$ cat src/rtl/ram64_arbiter.sv
// ram64_arbiter: two-port req/ack arbiter sequencing accesses to a single RAM64.
// Round-robin by default; define RAM64_ARB_FIXED_PRIO_EN to give port 0 fixed priority.
module ram64_arbiter #(
  parameter int DATA_W = 16,
  parameter int ADDR_W = 6
) (
  input  logic              clk,
  input  logic              reset,
  input  logic              req0,
  input  logic              we0,
  input  logic [ADDR_W-1:0] addr0,
  input  logic [DATA_W-1:0] wdata0,
  output logic              ack0,
  output logic [DATA_W-1:0] rdata0,
  input  logic              req1,
  input  logic              we1,
  input  logic [ADDR_W-1:0] addr1,
  input  logic [DATA_W-1:0] wdata1,
  output logic              ack1,
  output logic [DATA_W-1:0] rdata1,
  output logic [DATA_W-1:0] ram_in,
  output logic [ADDR_W-1:0] ram_address,
  output logic              ram_load,
  input  logic [DATA_W-1:0] ram_out,
  output logic              busy
);
  typedef enum logic [1:0] {IDLE, ACCESS, ACK} state_t;
  state_t state, state_n;
  logic sel, we_l, win, grant;
  assign grant = state == IDLE && (req0 || req1);
`ifdef RAM64_ARB_FIXED_PRIO_EN
  assign win = !req0;
`else
  logic rr_last;
  assign win = (req0 && req1) ? !rr_last : req1;
`endif
  always_ff @(posedge clk or posedge reset)
    if (reset) state <= IDLE;
    else state <= state_n;
  always_comb begin
    state_n = IDLE;
    ram_load = 1'b0;
    ack0 = 1'b0;
    ack1 = 1'b0;
    busy = state != IDLE;
    if (grant) state_n = ACCESS;
    else if (state == ACCESS) state_n = ACK;
    if (state == ACCESS) ram_load = we_l;
    if (state == ACK) {ack1, ack0} = sel ? 2'b10 : 2'b01;
  end
  // address/data registers double as the RAM pins, so they hold between accesses
  always_ff @(posedge clk or posedge reset)
    if (reset) begin
      sel <= 1'b0;
      we_l <= 1'b0;
      ram_address <= '0;
      ram_in <= '0;
      rdata0 <= '0;
      rdata1 <= '0;
`ifndef RAM64_ARB_FIXED_PRIO_EN
      rr_last <= 1'b1;
`endif
    end else begin
      if (grant) begin
        sel <= win;
        we_l <= win ? we1 : we0;
        ram_address <= win ? addr1 : addr0;
        ram_in <= win ? wdata1 : wdata0;
      end
      if (state == ACCESS) begin
        if (!we_l && !sel) rdata0 <= ram_out;
        if (!we_l && sel) rdata1 <= ram_out;
`ifndef RAM64_ARB_FIXED_PRIO_EN
        rr_last <= sel;
`endif
      end
    end
endmodule

$ cat config.mk
export PLATFORM = sky130hd
export DESIGN_NAME = ram64_arbiter
export DESIGN_NICKNAME = d
export VERILOG_FILES = /design/src/rtl/ram64_arbiter.sv
export SDC_FILE = /design/constraint.sdc
export NUM_CORES = 1
export LEC_CHECK = 0
export CAP_MARGIN = 5
export CORE_MARGIN = 2
export CORE_UTILIZATION = 37
export CTS_CLUSTER_SIZE = 16
export DETAILED_ROUTE_END_ITERATION = 16
export PLACE_DENSITY = 0.82
export SLEW_MARGIN = 20
export SYNTH_ARGS = -nofsm -noshare
export SYNTH_HDL_FRONTEND = slang
export SYNTH_SLANG_ARGS = --single-unit
$ cat constraint.sdc
create_clock -name clk -period 1.75 [get_ports clk]
set_input_delay 0.2625 -clock clk [delete_from_list [all_inputs] [get_ports clk]]
set_output_delay 0.2625 -clock clk [all_outputs]
set_load 0.005 [all_outputs]
==> metrics.md <==
| Metric | Value |
|---|---|
| Status | completed |
| Die height | 88.0 um |
| Worst-margin pin slew | ~0.26 ns |
| Hold-fix buffers, CTS | 0 |
| Reg clk slew, reported paths | approximately 0.070 ns |
| CTS tree | done |
| VDD IR-drop max | 0.699 mV |
| Critical Path RT | 1.96 ns |
| Die W | approximately 88 um |
| Post-synth top area share | a little under three fifths |
| Top FF cell, synth | dfrtp_1 |
| N_diodes | 0 |
| Sequential share of the synthesized area | a little under three fifths |
| DRC viols | 0 |
| Initial Utilization | 38.4% |
| Unrepaired setup endpoints after global routing | false |
| Tot GR Track Use | around 16% |
| # H-tree levels | 3 |
| NetSw | ~1.9 mW |
| Achievable Freq | 612 MHz |
| Area grow syn2layout | 63.3% |
| Max-cap violations | 0 |
| Post-synth EDFFs | 0 |
| Clk sinks | 59 |
| Yosys warning total | 0 |
| Mean Syn Cell Area | approximately 16 um2 |
| HPWL after DPL | 4.32 mm |
| First-pass iteration count of the detailed router | 3 |
| Gpl congestion | 0.706 |
| Final ANT Viol Nets | 0 |
| Total CTS buffers | 9 |
| Vias | 1797 |
| Initial antenna violation count | 0 |
| Switch share | between 20% and 30% |
| Clock power frac | 17.4% |
| P_leak | about 1.8 nW |
| Worst-Skew Late Latency | ~0.32 ns |
| Mapped Cells | roughly 160 |
| Vias per inst | roughly 4.5 |
| Synth area leaders | dfrtp_1 56%, mux2_2 26%, mux2_4 11% |
| Hold Path Class | in -> async |
| IO Port Bufs | approximately 120 |
| Largest net degree at the start of global routing | 27 |
| Total gr overflow | 0 |
| WHS | between 0.15 and 0.2 ns |
| Core Area | ~6800 um2 |
| Power Internal | 5.01 mW |
| Kind of critical path | reg -> reg |
| Crit. End Element | register |
| Most common cell after layout, fill and taps aside | clkdlybuf4s50_1 |
| Syn_nets | 225 |
| Post-synth top area cell | dfrtp_1 |
| Worst slew margin | ~83% |
| Fin Clk Skew | 0.00449 ns |
| Worst-path fanout max | 12 |
| Fin crit share | between 90% and 100% |
| Reg power frac | a little over a third |
| Power per Cell Area | between 1500 and 2000 nW/um2 |
| Final hold viol count | 0 |
| Routed wire length | about 5.7 mm |
| Seq cells post-synth | 59 |
| Longest Clk Path Bufs | 2 |
| Combinational power share | between 40% and 50% |
| Routed len/inst | about 14 um |
| Worst setup SP type | register |
| Vias in the first global route | about 2000 |
| Ports | approximately 120 |
| First-pass GRT wire length | a little over 9 mm |
| Filler Cell Count | about 550 |
| Max-slew violations | 0 |
| Nets | about 360 |
| TNS Setup | 0 ns |
| Yosys cell types | 17 |
| Most frequent cells in the layout | 119 x clkdlybuf4s50_1, 60 x mux2_2, 56 x dfrtp_1 |
| Tmin final | about 1.6 ns |
| DR iter-0 viols | 12 |
| CP arrival | about 1.8 ns |
| Die area | roughly 7700 um2 |
| Root Driver | clkbuf_8 |
| Fraction of layout cells with a size suffix above 1 | 37.7% |
| Post-Syn Area | about 2600 um2 |
| Final setup vio count | 0 |
| Final core occ | roughly 63% |
| Row count | 30 |
| FFs w/ async S/R, synth | 100% |
[power by group through the flow]
stage                     Sequential (mW)  Clock, mW  Combinational (mW)
after floorplan                      2.50          0                1.34
after global placement               2.46          0                3.17
after detailed placement             2.50          0                3.25
after CTS                            2.49       1.24                3.27
after global routing                 2.58       1.30                3.46
final                                2.48       1.20                3.20
[Yosys cell counts (2+ instances only)]
cell type and n:
and3b_1 2, buf_2 3, buf_6 4, dfrtp_1 58, inv_1 3, mux2_2 60, mux2_4 19
[final cells by class]
cell class                      instances  area [um2]  share of cell area (%)
Inverter                                3        11.3                   0.264
Multi-Input combinational cell         89        1060                    24.9
Timing Repair Buffer                  133        1400                    32.8
Sequential cell                        59        1480                    34.8
Clock inverter                          7        68.8                    1.62
Tap cell                               96         120                    2.82
Clock buffer                            9         124                    2.91
[through the flow]
| step | total power, mW | instances | setup slack, ns | area, um2 |
|---|---|---|---|---|
| after floorplan | 3.84 | 159 | 0.0328 | 2610 |
| after global placement | 5.63 | 379 | -0.116 | 4050 |
| after detailed placement | 5.75 | 379 | -0.134 | 4050 |
| after CTS | 7.00 | 396 | 0.00176 | 4250 |
| after global routing | 7.34 | 396 | 0.0670 | 4260 |
| final | 6.87 | 396 | 0.116 | 4260 |
[state kept, by name, summed over array words and instances (netlist names)]
name and flops:
ram_in 16, rdata0 16, rdata1 16, ram_address 6
state 2, rr_last 1, sel 1, we_l 1
[path summary, 6_finish.rpt]
kind / startpoint / end / slack [ns] / depth (start not counted)
min reg2reg: ram_in[2] / ram_in[2] / 0.50 / 1
max reg2reg: rr_last / we_l / 0.12 / 4
min in group clk: ram_in[2] / ram_in[2] / 0.50 / 1
max: rr_last / we_l / 0.12 / 4
max in group asynchronous: reset / rr_last / 1.07 / 3
min: reset / ram_in[12] / 0.19 / 2
[per-layer routing]
| layer | vias up | wire length, um | global-route usage, % |
|---|---|---|---|
| met3 | 4 | 500 | 6.13 |
| met5 | - | 0 | 0 |
| met1 | 881 | 2090 | 16.2 |
| met2 | 75 | 3040 | 28.7 |
| li1 | 837 | - | - |
| met4 | 0 | 38 | 6.71 |
[cell families (layout without fill, tap and decap cells)]
kind of cell / Yosys count / in the layout / synth area share (%)
AO/OA/AOI/OAI: 3 / 3 / 0.911
multiplexers: 79 / 79 / 36.8
flip-flops: 59 / 59 / 56.6
AND/OR/NAND/NOR: 7 / 7 / 2.59
buffers and inverters: 11 / 152 / 3.02
[worst max-delay path, cell delays in order, from the launching register on]
cell     delay [ns]
dfstp_2        0.54
a21bo_1        0.21
buf_12         0.18
mux2_2         0.34
mux2_2         0.26
[what timing repair did]
action                     CTS  global route
pin swaps                    0             1
setup buffers                1             0
gates resized for setup      4             3
setup endpoints to repair    4             2
Note: power is estimated with default switching activity, not from simulation.
